## config.mk

```make
export PLATFORM = sky130hd
export DESIGN_NAME = proc_sequencer
export DESIGN_NICKNAME = d
export VERILOG_FILES = /design/src/rtl/proc_pkg.sv /design/src/rtl/proc_sequencer_tstep_ctr.sv /design/src/rtl/proc_sequencer.sv
export SDC_FILE = /design/constraint.sdc
export NUM_CORES = 1
export LEC_CHECK = 0
export BUFFER_PORTS_ARGS = -buffer_cell sky130_fd_sc_hd__buf_4
export CAP_MARGIN = 10
export CORE_UTILIZATION = 31
export CTS_BUF_LIST = sky130_fd_sc_hd__clkbuf_2
export DETAILED_ROUTE_END_ITERATION = 7
export PLACE_DENSITY = 0.6
export REMOVE_ABC_BUFFERS = 1
export SETUP_SLACK_MARGIN = 0.05
export SLEW_MARGIN = 40
export SYNTH_ARGS = -nofsm -noshare
export SYNTH_HDL_FRONTEND = slang
export SYNTH_SLANG_ARGS = --single-unit
```

## constraint.sdc

```tcl
create_clock -name CLK -period 2.26 [get_ports CLK]
set_input_delay 0.113 -clock CLK [delete_from_list [all_inputs] [get_ports CLK]]
set_output_delay 0.113 -clock CLK [all_outputs]
set_load 0.005 [all_outputs]
```

## src/rtl/proc_pkg.sv

```systemverilog
// proc_pkg: shared types and field positions for the 10-bit processor control unit.
//   opcode_t  - instruction opcode (INSTR[9:8])
//   tstep_t   - sequencer timestep
//   *_HI/_LO  - instruction field bit positions
//   onehot4   - 2-bit register number to 4-bit one-hot enable
package proc_pkg;

  typedef enum logic [1:0] {
    OP_LOAD = 2'b00,
    OP_MOV  = 2'b01,
    OP_ALU  = 2'b10,
    OP_NOP  = 2'b11
  } opcode_t;

  typedef enum logic [1:0] {
    T0 = 2'd0,
    T1 = 2'd1,
    T2 = 2'd2,
    T3 = 2'd3
  } tstep_t;

  localparam int OPC_HI = 9;
  localparam int OPC_LO = 8;
  localparam int FN_HI  = 7;
  localparam int FN_LO  = 4;
  localparam int RX_HI  = 3;
  localparam int RX_LO  = 2;
  localparam int RY_HI  = 1;
  localparam int RY_LO  = 0;

  function automatic logic [3:0] onehot4(input logic [1:0] sel);
    onehot4 = 4'b0001 << sel;
  endfunction

endpackage

```

## src/rtl/proc_sequencer_tstep_ctr.sv

```systemverilog
// tstep_ctr: 2-bit timestep counter.
//   CLK   - rising-edge clock
//   CLR   - asynchronous active-high reset to 0
//   clr   - synchronous clear (wins over inc)
//   inc   - increment enable
//   q     - current count
module tstep_ctr (
  input  logic       CLK,
  input  logic       CLR,
  input  logic       clr,
  input  logic       inc,
  output logic [1:0] q
);

  always_ff @(posedge CLK or posedge CLR) begin
    if (CLR)      q <= 2'd0;
    else if (clr) q <= 2'd0;
    else if (inc) q <= q + 2'd1;
  end

endmodule

```

## src/rtl/proc_sequencer.sv

```systemverilog
// proc_sequencer: control unit for the 10-bit datapath. Fetches an instruction on
// EXEC in T0 and steps it through T1..T3, driving register/bus/ALU controls.
//   CLK, CLR        - clock, asynchronous active-high reset
//   EXEC, INSTR     - execute request and instruction word (used in T0 only)
//   IR_LD           - instruction register load
//   RIN, ROUT       - per-register load / bus-drive enables (one-hot or zero)
//   EXTRN, G_OUT    - external input / G register bus drive
//   A_LD, G_LD      - ALU operand / result register loads
//   ALU_FN          - ALU function (nonzero only in T2)
//   DONE            - 1-cycle instruction-complete pulse
//   BUSY, TSTEP     - not-idle flag and current timestep
module proc_sequencer
  import proc_pkg::*;
#(
  parameter int IW   = 10,
  parameter int NREG = 4
) (
  input  logic            CLK,
  input  logic            CLR,
  input  logic            EXEC,
  input  logic [IW-1:0]   INSTR,
  output logic            IR_LD,
  output logic [NREG-1:0] RIN,
  output logic [NREG-1:0] ROUT,
  output logic            EXTRN,
  output logic            A_LD,
  output logic            G_LD,
  output logic            G_OUT,
  output logic [3:0]      ALU_FN,
  output logic            DONE,
  output logic            BUSY,
  output logic [1:0]      TSTEP
);

  if (IW != 10) begin : g_bad_iw
    $error("proc_sequencer: IW must be 10");
  end
  if (NREG != 4) begin : g_bad_nreg
    $error("proc_sequencer: NREG must be 4");
  end

  logic [IW-1:0] ir;
  logic [1:0]    tq;
  logic          inc;
  tstep_t        ts;
  opcode_t       opc;
  logic [3:0]    fn;
  logic [1:0]    rx, ry;

  assign ts  = tstep_t'(tq);
  assign opc = opcode_t'(ir[OPC_HI:OPC_LO]);
  assign fn  = ir[FN_HI:FN_LO];
  assign rx  = ir[RX_HI:RX_LO];
  assign ry  = ir[RY_HI:RY_LO];

  always_ff @(posedge CLK or posedge CLR) begin
    if (CLR)        ir <= '0;
    else if (IR_LD) ir <= INSTR;
  end

  // DONE doubles as the synchronous clear, so T3 (and short ops in T1) return
  // to T0 through the clear path; the counter never wraps by incrementing.
  tstep_ctr u_ctr (
    .CLK (CLK),
    .CLR (CLR),
    .clr (DONE),
    .inc (inc),
    .q   (tq)
  );

  always_comb begin
    IR_LD  = 1'b0;
    RIN    = '0;
    ROUT   = '0;
    EXTRN  = 1'b0;
    A_LD   = 1'b0;
    G_LD   = 1'b0;
    G_OUT  = 1'b0;
    ALU_FN = 4'd0;
    DONE   = 1'b0;
    inc    = 1'b0;
    // CLR gating keeps IR_LD (driven straight from EXEC) quiet during reset.
    if (!CLR) begin
      unique case (ts)
        T0: begin
          IR_LD = EXEC;
          inc   = EXEC;
        end
        T1: begin
          unique case (opc)
            OP_LOAD: begin
              EXTRN = 1'b1;
              RIN   = onehot4(rx);
              DONE  = 1'b1;
            end
            OP_MOV: begin
              ROUT = onehot4(ry);
              RIN  = onehot4(rx);
              DONE = 1'b1;
            end
            OP_ALU: begin
              ROUT = onehot4(rx);
              A_LD = 1'b1;
              inc  = 1'b1;
            end
            OP_NOP: DONE = 1'b1;
          endcase
        end
        T2: begin
          ROUT   = onehot4(ry);
          G_LD   = 1'b1;
          ALU_FN = fn;
          inc    = 1'b1;
        end
        T3: begin
          G_OUT = 1'b1;
          RIN   = onehot4(rx);
          DONE  = 1'b1;
        end
      endcase
    end
  end

  assign BUSY  = (ts != T0);
  assign TSTEP = tq;

  a_one_driver: assert property (@(posedge CLK) disable iff (CLR)
    $onehot0({ROUT, EXTRN, G_OUT}));
  a_rin_onehot: assert property (@(posedge CLK) disable iff (CLR)
    $onehot0(RIN));

endmodule
```

-- Word level (Yosys, flattened, before mapping)
Cells that the tools add are included.
Widths: inputs -> output; s select.
- $add $sub $neg: 1
- eq/ne operators: 6
- shift operators: 2
- mux-type cells: 27
- reductions and logical operators: 6
- operators by type and width (cell ; count):
    $pmux 4 s2 ; 3
    $mux 4 ; 5
    $mux 1 ; 15
    $eq 2x2->1 const B ; 4
    $shl 1x2->4 const A ; 2
    $eq 2x1->1 const B ; 2
    $logic_not 2->1 ; 2
    $mux 2 ; 2
    $reduce_bool 2->1 ; 2
    $pmux 1 s3 ; 1
    $reduce_or 3->1 ; 1
    $add 2x1->2 const B ; 1
    $pmux 1 s2 ; 1
    $reduce_or 2->1 ; 1
- register bits after elaboration: 12
- input bits: 13
- output and inout port bits: 21
- logic and storage cells: 44

-- Longest topological paths before layout
Gate-level depths: netlist (run 1).
- depth after elaboration: 6
- depth in mapped cells: 5
- depth with buffers taken out: 5

-- Cells and area by module
From an unflattened synthesis (run 1), not the netlist that was laid out.
- cells, all modules: 79
- area total of the unflattened synthesis: 809.5 sq um
- by module, submodules not included (module ; times used ; cells each ; area an instance (sq um)):
    proc_sequencer ; 1 ; 71 ; 716.9
    tstep_ctr ; 1 ; 8 ; 92.6

-- Worst setup path after synthesis (run 1)
No wires, ideal clock.
- path kind: reg-to-reg
- start point: register u_ctr.q[0]
- end point: register ir[0]
- library setup time: 0.125 ns
- arrival time: 1.368 ns
- data required time: 2.135 ns
- setup slack: 0.768 ns
- stages on the path, launching flop included: 6
- clock period less this slack: 1.492 ns
- path through: dfrtp_1 inv_1 ha_1 nand3_1 buf_2 mux2_2
- cells in the longest elaborated chain, start to end: 3
- RTL lines (element ; RTL line ; source):
    start: declaration ; proc_sequencer_tstep_ctr.sv:12 ; output logic [1:0] q
    start signal: assignment ; proc_sequencer_tstep_ctr.sv:18 ; else if (inc) q <= q + 2'd1;
    $logic_not 2->1 ; proc_sequencer.sv:84 ; unique case (ts)
    $mux 1 ; proc_sequencer.sv:84 ;
    $mux 1 ; proc_sequencer.sv:83 ; if (!CLR) begin
    end signal: assignment ; proc_sequencer.sv:57 ; if (CLR) ir <= '0;
    end signal: assignment ; proc_sequencer.sv:58 ; else if (IR_LD) ir <= INSTR;
    end: declaration ; proc_sequencer.sv:42 ; logic [IW-1:0] ir;
No other way between the ends.
A chain may end at the register's enable or synchronous reset.

-- Final worst setup path (run 1)
- start point: register u_ctr.q[1]
- end point: output port ROUT[0]
- cells in the longest elaborated chain, start to end: 3
- elaborated cells on any way between the ends: 4
- classes of those cells: 2 x eq/ne; 2 x mux
- RTL lines (element ; RTL line ; source):
    $eq 2x2->1 or $eq 2x1->1 (tied branches) ; proc_sequencer.sv:84 ;
    $pmux 4 s2 (*) ; proc_sequencer.sv:84 ;
    $mux 4 (*) ; proc_sequencer.sv:83 ;
    end: declaration ; proc_sequencer.sv:24 ; output logic [NREG-1:0] ROUT,
Every way passes the cells marked *; elsewhere a longest branch is shown, timed or not.

==> flow_summary.json, run 1 <==
{
  "status": "finished clean",
  "numPortBuffers": 33,
  "hpwl_um": 1398,
  "die_w_um": 53.26,
  "placedCellCount": 142,
  "grt_pass1_vias": 674,
  "setup_violations": 0,
  "critPathLaunch": "u_ctr.q[1]",
  "dr.pass1.iters": 2,
  "grt_overflow": 0,
  "track_usage": 0.1435,
  "ant_nets": 0,
  "power_frac_comb": 0.512,
  "crit_type": "register to primary output",
  "pwr-share-clk": 0.097,
  "place_area_um2": 1097,
  "io_pins": 34,
  "fillCellCount": 245,
  "min_path_type": "primary input to register",
  "swShare": 0.3874,
  "grt_setup_unrepaired": "false",
  "antenna_found_initial": 0,
  "fin_crit_ns": 1.941,
  "power_frac_seq": 0.391,
  "drive_above_1_share": 0.4359,
  "critPathCaptureType": "primary output",
  "p_sw_w": 0.0004160,
  "finClkSkew_ns": 0.009432,
  "cp_slowest_cell": "dfrtp_1",
  "clock_latency_ns": 0.25,
  "max_cap_viol_count": 0,
  "cts_tree": "built",
  "clock.fmax_mhz": 515.2,
  "yosys_register_bits": 12,
  "vdd_drop_max_v": 0.0004693,
  "yosysSeqAreaShare": 0.3687,
  "htree_levels": 1,
  "hp-start": "INSTR[2]",
  "viasPerCell": 4.810,
  "cts.clk_slew.worst_paths_ns": 0.12,
  "cts-root-buf": "clkbuf_2",
  "path_cells": "inv_1 -> ha_1 -> and3b_2 -> nand3_1 -> o31ai_1 -> buf_4",
  "seqCellArea_um2": 300.3,
  "grt_pass1_wl_um": 2842,
  "core_area_um2": 2477,
  "cellLeakagePower_nw": 0.5666,
  "clockBufferDepth": 2,
  "required_ns": 2.15,
  "yosysWarnings": 0,
  "post-route-period-util": 0.8588,
  "die_y_um": 53.26,
  "power_density_nw_per_um2": 953.7,
  "post_cts_buffers": 0,
  "critPathMaxFanout": 6,
  "syn_avg_cell_area_um2": 10.18,
  "antennaDiodeCount": 0,
  "wl_per_cell_um": 11.93,
  "numCtsBuffers": 3,
  "worstMarginPinSlew_ns": 0.5184,
  "clock-sinks": 12,
  "synthCells": 80,
  "wirelength_um": 1754,
  "fp-row-count": 18,
  "yosys.cell_types.count": 25,
  "final_nets": 140,
  "slowest_delay_ns": 0.46,
  "grt_max_degree": 15,
  "power.internal_w": 0.0006579,
  "final.setup.tns_ns": 0,
  "syn_to_final_growth_pct": 38.25,
  "start_kind": "register",
  "syn_area_um2": 814.5,
  "worstReg2RegStart": "u_ctr.q[0]",
  "instances_no_fill": 147,
  "die_area_um2": 2837,
  "drt-initial-drc-count": 2,
  "relSlewSlack": 0.6534,
  "via_count": 707,
  "initial_core_util": 0.3288,
  "finalHoldViolCount": 0,
  "place.gp.congestion": 0.7663,
  "slew_viol_final": 0,
  "multi_input_area_um2": 474.2,
  "remaining_drc_errors": 0,
  "critical_path_arrival_ns": 1.83,
  "finalInstanceArea_um2": 1126
}
-- through the flow --
step	total power, W	hold slack (ns)	worst slack [ns]	utilization
2_1_floorplan	0.0007701	-0.002888	0.7482	-
4_1_cts	0.001088	0.05995	0.2787	0.4545
5_1_grt	0.001184	0.04095	0.1413	0.4545
3_5_place_dp	0.0009784	0.2054	0.5158	0.4429
6_report	0.001074	0.08000	0.3191	0.4545
3_3_place_gp	0.0009599	0.2040	0.6074	0.4429
-- critical path, delay by kind of cell, from the launching register on --
family                   cells  cell delay, ns
buffers and inverters        2            0.26
AND/OR/NAND/NOR              2            0.36
adder cells (fa/ha/maj)      1            0.25
AO/OA/AOI/OAI                1            0.25
flip-flops                   1            0.46
-- kinds of logic (layout without fill, tap and decap cells) --
| kind of cell | after synthesis | after routing | share of synthesized area |
|---|---|---|---|
| and+or+nand+nor | 26 | 26 | 0.1966 |
| AOI/OAI and AO/OA | 13 | 13 | 0.1091 |
| DFF | 12 | 12 | 0.3687 |
| muxes | 10 | 10 | 0.1383 |
| buffers and inverters | 10 | 47 | 0.04916 |
| adders and majority gates | 9 | 9 | 0.1383 |
-- layer usage --
| layer | wire length (um) | part of all wire | GRT usage | vias to the layer above |
|---|---|---|---|---|
| met4 | 19 | 0.011 | 0.09211 | 0 |
| met1 | 800 | 0.46 | 0.1708 | 326 |
| li1 | - | - | - | 363 |
| met5 | 0 | 0 | 0 | - |
| met3 | 66 | 0.038 | 0.02299 | 2 |
| met2 | 868 | 0.49 | 0.2354 | 16 |
-- registers in the layout, summed over array words and instances, names as in the netlist --
name and cells:
u_ctr.q 2, ir 10
-- cells in the mapped netlist (all sizes together) --
| library cell | instances | area (um^2) |
|---|---|---|
| a21oi | 3 | 15.01 |
| a221oi | 1 | 15.01 |
| a31o | 1 | 8.760 |
| and2 | 4 | 25.02 |
| and3 | 1 | 7.510 |
| and3b | 1 | 10.01 |
| buf | 2 | 10.01 |
| dfrtp | 12 | 300.3 |
| ha | 9 | 112.6 |
| inv | 8 | 30.03 |
| mux2 | 10 | 112.6 |
| nand2 | 1 | 3.750 |
| nand2b | 2 | 12.51 |
| nand3 | 2 | 10.01 |
| nand4 | 2 | 12.51 |
| nand4b | 2 | 17.52 |
| nor2 | 5 | 18.77 |
| nor2b | 2 | 12.51 |
| nor3 | 1 | 5.000 |
| o21a | 1 | 7.510 |
| o21ai | 4 | 20.02 |
| o31ai | 3 | 22.52 |
| or2b | 1 | 7.510 |
| or4 | 1 | 7.510 |
| or4b | 1 | 10.01 |
-- final timing paths --
path                                    to  slack (ns)  depth (start not counted)
worst min-delay path                 ir[2]        0.08                          2
min in group asynchronous            ir[8]        0.48                          4
worst min register to register       ir[4]        0.52                          1
worst max-delay path               ROUT[0]        0.32                          6
max in group asynchronous       u_ctr.q[1]        1.61                          4
worst max register to register       ir[7]        0.55                          4
-- placed cells by master, fill, tap and decap left out, types with 3 or more instances in the layout --
| master | instances |
|---|---|
| buf_4 | 34 |
| dfrtp_1 | 12 |
| mux2_2 | 10 |
| ha_1 | 9 |
| inv_1 | 8 |
| nor2_1 | 5 |
| o21ai_0 | 4 |
| and2_1 | 4 |
| o31ai_1 | 3 |
| a21oi_1 | 3 |
| clkbuf_2 | 3 |
-- final cells by class --
class                      instances  share of cell area
clock buffer                       3             0.01333
clock inverter                     1            0.003333
inverter                           8             0.02667
multi-input combinational         58              0.4211
sequential                        12              0.2667
tap                               30             0.03333
timing repair buffer              35              0.2356
-- power groups by stage --
| stage | registers, W | clock network (W) | logic [W] |
|---|---|---|---|
| 2_1_floorplan | 0.000397 | 0 | 0.000373 |
| 4_1_cts | 0.000420 | 0.000112 | 0.000556 |
| 6_report | 0.000420 | 0.000104 | 0.000550 |
| 5_1_grt | 0.000438 | 0.000123 | 0.000623 |
| 3_5_place_dp | 0.000424 | 0 | 0.000554 |
| 3_3_place_gp | 0.000418 | 0 | 0.000542 |
-- timing repair --
item | 4_1_cts | 5_1_grt
endpoints found under the setup margin | 0 | 0
hold buffers | 1 | 0
endpoints found under the hold margin | 12 | 0
resized for setup | 0 | 0
Note: power is estimated with default switching activity, not from simulation.
==> run 2: changes to the inputs <==
--- a/config.mk
+++ b/config.mk
@@ -7,10 +7,10 @@
 export LEC_CHECK = 0
 export BUFFER_PORTS_ARGS = -buffer_cell sky130_fd_sc_hd__buf_4
 export CAP_MARGIN = 10
-export CORE_UTILIZATION = 31
+export CORE_UTILIZATION = 35
 export CTS_BUF_LIST = sky130_fd_sc_hd__clkbuf_2
 export DETAILED_ROUTE_END_ITERATION = 7
-export PLACE_DENSITY = 0.6
+export PLACE_DENSITY = 0.65
 export REMOVE_ABC_BUFFERS = 1
 export SETUP_SLACK_MARGIN = 0.05
 export SLEW_MARGIN = 40
==> constraint.sdc (replaced) <==
create_clock -name CLK -period 2.26 [get_ports CLK]
set_input_delay 0.113 -clock CLK [delete_from_list [all_inputs] [get_ports CLK]]
set_output_delay 0.113 -clock CLK [all_outputs]
set_load 0.1 [all_outputs]
==> flow_summary.json, run 2 (synthesized netlist as in run 1, its figures left out) <==
{
  "placedCellCount": 140,
  "cts_tree": "built",
  "power_density_nw_per_um2": 1357,
  "path_cells": "inv_1 -> ha_1 -> nand3_1 -> o31ai_1 -> buf_4",
  "fp-row-count": 17,
  "r2r_end": "ir[3]",
  "cts-root-buf": "clkbuf_2",
  "grt_pass1_wl_um": 3022,
  "clock-sinks": 12,
  "relSlewSlack": 0.6641,
  "pwr-share-clk": 0.067,
  "clock_latency_ns": 0.25,
  "max_cap_viol_count": 0,
  "remaining_drc_errors": 0,
  "final_nets": 140,
  "start_kind": "register",
  "layout_commonest_cell": "buf_4",
  "grt_max_degree": 12,
  "rr_worst_depth": 4,
  "power_w": 0.001545,
  "drt-initial-drc-count": 7,
  "power_frac_comb": 0.660,
  "power.internal_w": 0.0006710,
  "via_count": 692,
  "power_frac_seq": 0.274,
  "wl_per_cell_um": 12.37,
  "hpwl_um": 1398,
  "worstReg2RegStart": "u_ctr.q[0]",
  "cp-endpoint": "ROUT[0]",
  "reg2reg_slack_ns": 0.54,
  "fin_crit_ns": 2.038,
  "setup_slack_ns": 0.2216,
  "final_cell_mix": "buf_4 (32), dfrtp_1 (12), mux2_2 (10), inv_1 (8), ha_1 (8)",
  "die_w_um": 50.24,
  "dr.pass1.iters": 3,
  "regMostFlops": "ir",
  "viasPerCell": 4.772,
  "worstMarginPinSlew_ns": 0.5024,
  "antennaDiodeCount": 0,
  "drive_above_1_share": 0.4444,
  "initial_core_util": 0.3682,
  "numPortBuffers": 33,
  "critPathCaptureType": "primary output",
  "io_pins": 34,
  "largest_register_ffs": 10,
  "place.gp.congestion": 0.8192,
  "cp.depth": 5,
  "required_ns": 2.15,
  "ant_nets": 0,
  "die_y_um": 50.24,
  "cellLeakagePower_nw": 0.5677,
  "crit_type": "register to primary output",
  "final.setup.tns_ns": 0,
  "critPathLaunch": "u_ctr.q[0]",
  "post-route-period-util": 0.9020,
  "instances_no_fill": 145,
  "use_met1": 0.2121,
  "slowest_delay_ns": 0.48,
  "clock.fmax_mhz": 490.6,
  "gr-usage-met3": 0.02424,
  "core_area_um2": 2212,
  "cts.clk_slew.worst_paths_ns": 0.12,
  "finalHoldViolCount": 0,
  "reg_top3": "ir (10), u_ctr.q (2)",
  "htree_levels": 1,
  "slew_viol_final": 0,
  "setup_violations": 0,
  "critical_path_arrival_ns": 1.93,
  "path_buf_inv": 2,
  "min_path_type": "primary input to register",
  "cp_slowest_cell": "dfrtp_1",
  "clockBufferDepth": 2,
  "antenna_found_initial": 0,
  "swShare": 0.5656,
  "die_area_um2": 2524,
  "wirelength_um": 1794,
  "track_usage": 0.1596,
  "grt_pass1_vias": 669,
  "critPathMaxFanout": 7,
  "post_cts_buffers": 0,
  "critical_path.top_delay_family": "flip-flops",
  "vdd_drop_max_v": 0.0008984,
  "dpl_worst_slack_ns": 0.4742,
  "numCtsBuffers": 3,
  "syn_to_final_growth_pct": 39.78,
  "grt_setup_unrepaired": "false",
  "status": "finished clean",
  "use_met2": 0.2511,
  "grt_overflow": 0,
  "busiest_layer": "met2",
  "finClkSkew_ns": 0.009786,
  "p_sw_w": 0.0008738
}
-- run 2: cell count changes in the layout (fill, tap and decap cells not counted), sizes merged --
| cell | before | now |
|---|---|---|
| buf | 34 | 32 |
| clkbuf | 3 | 5 |
-- run 2: repair_timing --
item | CTS | global route
setup endpoints to repair | 0 | 9
hold buffers | 1 | 0
gates resized for setup | 0 | 6
hold endpoints to repair | 4 | 0
-- run 2: layout make-up --
type                       count  area [um^2]
clock buffer                   3        15.01
timing repair buffer          35        277.8
clock inverter                 1        3.754
multi-input combinational     58        476.7
inverter                       8        30.03
sequential                    12        300.3
tap                           28        35.03
fill                         217         1074
-- run 2: worst min path at each step --
stage | startpoint | endpoint | depth (start not counted)
3_3_place_gp | CLR | u_ctr.q[0] | 2
4_1_cts | INSTR[4] | ir[4] | 2
5_1_grt | INSTR[9] | ir[9] | 2
2_1_floorplan | CLR | ir[0] | 1
3_5_place_dp | CLR | u_ctr.q[0] | 2
6_report | INSTR[4] | ir[4] | 2
-- run 2: worst register-to-register path, stage by stage, from the launching register on --
cell,delay (ns)
dfrtp_1,0.48
inv_1,0.10
ha_1,0.25
nand3_1,0.38
mux2_2,0.39
-- run 2: power by group through the flow --
stage	Combinational, W	Sequential (W)	Clock (W)
floorplan	0.000730	0.000493	0
global placement	0.00100	0.000416	0
detailed placement	0.00101	0.000426	0
CTS	0.00102	0.000421	0.000111
global route	0.00109	0.000445	0.000122
finish	0.00102	0.000423	0.000103
-- run 2: through the flow --
stage,utilization,area (um^2),hold slack (ns)
2_1_floorplan,-,804.5,-0.002888
3_3_place_gp,0.4949,1095,0.09681
3_5_place_dp,0.4949,1095,0.09192
4_1_cts,0.5079,1124,0.05894
5_1_grt,0.5147,1139,0.04482
6_report,0.5147,1139,0.07938
-- run 2: routing by layer --
metal	vias to the layer above	part of all wire
li1	358	-
met1	314	0.45
met2	18	0.50
met3	2	0.047
met4	0	0.0045
met5	-	0
==> run 3: changes to the inputs <==
--- a/config.mk
+++ b/config.mk
@@ -7,13 +7,13 @@
 export LEC_CHECK = 0
 export BUFFER_PORTS_ARGS = -buffer_cell sky130_fd_sc_hd__buf_4
 export CAP_MARGIN = 10
-export CORE_UTILIZATION = 35
+export CORE_UTILIZATION = 50
 export CTS_BUF_LIST = sky130_fd_sc_hd__clkbuf_2
 export DETAILED_ROUTE_END_ITERATION = 7
-export PLACE_DENSITY = 0.65
+export PLACE_DENSITY_LB_ADDON = 0.08
 export REMOVE_ABC_BUFFERS = 1
 export SETUP_SLACK_MARGIN = 0.05
-export SLEW_MARGIN = 40
+export SLEW_MARGIN = 5
 export SYNTH_ARGS = -nofsm -noshare
 export SYNTH_HDL_FRONTEND = slang
 export SYNTH_SLANG_ARGS = --single-unit
==> flow_summary.json, run 3 (synthesized netlist as in run 1, its figures left out) <==
{
  "critical_path_arrival_ns": 1.94,
  "fin_crit_ns": 2.058,
  "min_path_type": "primary input to register",
  "cts_tree": "built",
  "clock.fmax_mhz": 485.9,
  "die_area_um2": 1794,
  "start_kind": "register",
  "critPathLaunch": "u_ctr.q[1]",
  "initial_core_util": 0.5407,
  "wl_per_cell_um": 13.89,
  "numPortBuffers": 33,
  "track_usage": 0.2125,
  "swShare": 0.5689,
  "power_frac_seq": 0.272,
  "syn_to_final_growth_pct": 36.71,
  "post_cts_buffers": 0,
  "clock-sinks": 12,
  "status": "finished clean",
  "place.gp.congestion": 0.7522,
  "power_frac_comb": 0.665,
  "dr.pass1.iters": 4,
  "die_y_um": 42.36,
  "wirelength_um": 1834,
  "reg_top3": "ir (10), u_ctr.q (2)",
  "power_density_nw_per_um2": 1398,
  "placedCellCount": 128,
  "critPathMaxFanout": 6,
  "regMostFlops": "ir",
  "cts.clk_slew.worst_paths_ns": 0.10,
  "max_cap_viol_count": 0,
  "dpl_worst_slack_ns": 0.4789,
  "htree_levels": 1,
  "setup_violations": 0,
  "grt_max_degree": 12,
  "fillCellCount": 108,
  "pwr-share-clk": 0.063,
  "relSlewSlack": 0.6529,
  "slew_viol_final": 0,
  "antennaDiodeCount": 0,
  "clockBufferDepth": 2,
  "hp-start": "INSTR[1]",
  "cellLeakagePower_nw": 0.5651,
  "crit_type": "register to primary output",
  "p_sw_w": 0.0008855,
  "finalHoldViolCount": 0,
  "grt_pass1_vias": 655,
  "drt-initial-drc-count": 18,
  "remaining_drc_errors": 0,
  "setup_slack_ns": 0.2021,
  "final_cell_mix": "buf_4 (33), dfrtp_1 (12), mux2_2 (10), inv_1 (8), ha_1 (8)",
  "post-route-period-util": 0.9106,
  "power.internal_w": 0.0006709,
  "clock_latency_ns": 0.24,
  "critPathCaptureType": "primary output",
  "fp-row-count": 14,
  "via_count": 716,
  "required_ns": 2.15,
  "grt_setup_unrepaired": "false",
  "die_w_um": 42.36,
  "ant_nets": 0,
  "io_pins": 34,
  "power_w": 0.001556,
  "core_area_um2": 1506,
  "finClkSkew_ns": 0.0006057,
  "drive_above_1_share": 0.4483,
  "layout_commonest_cell": "buf_4",
  "largest_register_ffs": 10,
  "grt_overflow": 0,
  "numCtsBuffers": 3,
  "final_nets": 140,
  "final.setup.tns_ns": 0,
  "cts-root-buf": "clkbuf_2",
  "vdd_drop_max_v": 0.0009426,
  "viasPerCell": 5.424,
  "grt_pass1_wl_um": 2863,
  "worstMarginPinSlew_ns": 0.5191,
  "worstReg2RegStart": "u_ctr.q[0]",
  "instances_no_fill": 132,
  "antenna_found_initial": 0
}
-- run 3: cell count changes in the layout (fill, tap and decap cells not counted), sizes merged --
cell,before,now
clkinv,1,0
clkbuf,5,4
buf,32,33
-- run 3: final cells by class --
class | instances | area (um^2) | share of cell area
Multi-Input combinational cell | 58 | 476.7 | 0.4281
Sequential cell | 12 | 300.3 | 0.2697
Clock buffer | 3 | 15.01 | 0.01348
Timing Repair Buffer | 35 | 271.5 | 0.2438
Inverter | 8 | 30.03 | 0.02697
Tap cell | 16 | 20.02 | 0.01798
-- run 3: worst paths after layout --
path | end | slack, ns | cells past startpoint
max | ROUT[0] | 0.20 | 6
max in group asynchronous | ir[0] | 1.48 | 4
min | ir[1] | 0.09 | 2
max reg2reg | ir[7] | 0.51 | 4
min in group asynchronous | u_ctr.q[0] | 0.40 | 3
min reg2reg | ir[4] | 0.51 | 1
-- run 3: power by group through the flow --
stage	clock (W)	sequential, W	combinational, W
floorplan	0	0.000493	0.000730
global placement	0	0.000413	0.00100
detailed placement	0	0.000425	0.00103
CTS	0.000102	0.000420	0.00103
global route	0.000109	0.000440	0.00108
finish	0.0000984	0.000423	0.00104
-- run 3: per-stage QoR --
step                      hold slack (ns)    util  cell area, um^2
final                             0.09185  0.7392             1114
after global routing              0.07735  0.7392             1114
after CTS                         0.08746  0.7334             1105
after detailed placement           0.1168  0.7168             1080
after global placement             0.1186  0.7168             1080
after floorplan                 -0.002888       -            804.5
-- run 3: what timing repair did --
action	4_1_cts	5_1_grt
hold endpoints to repair	4	0
hold buffers	1	0
setup endpoints to repair	0	1
resized for setup	0	2
-- run 3: metal layers --
layer | wire length, um | vias up | track usage
li1 | - | 353 | -
met1 | 794 | 341 | 0.2730
met2 | 945 | 20 | 0.3662
met3 | 78 | 2 | 0.01293
met4 | 15 | 0 | 0.09375
met5 | 0 | - | 0
-- run 3: worst max-delay path, stage by stage (launching register included) --
cell and delay (ns):
dfrtp_1 0.45, inv_1 0.12, ha_2 0.24, and3b_2 0.21, nand3_1 0.13, o31ai_1 0.26
clkbuf_8 0.30
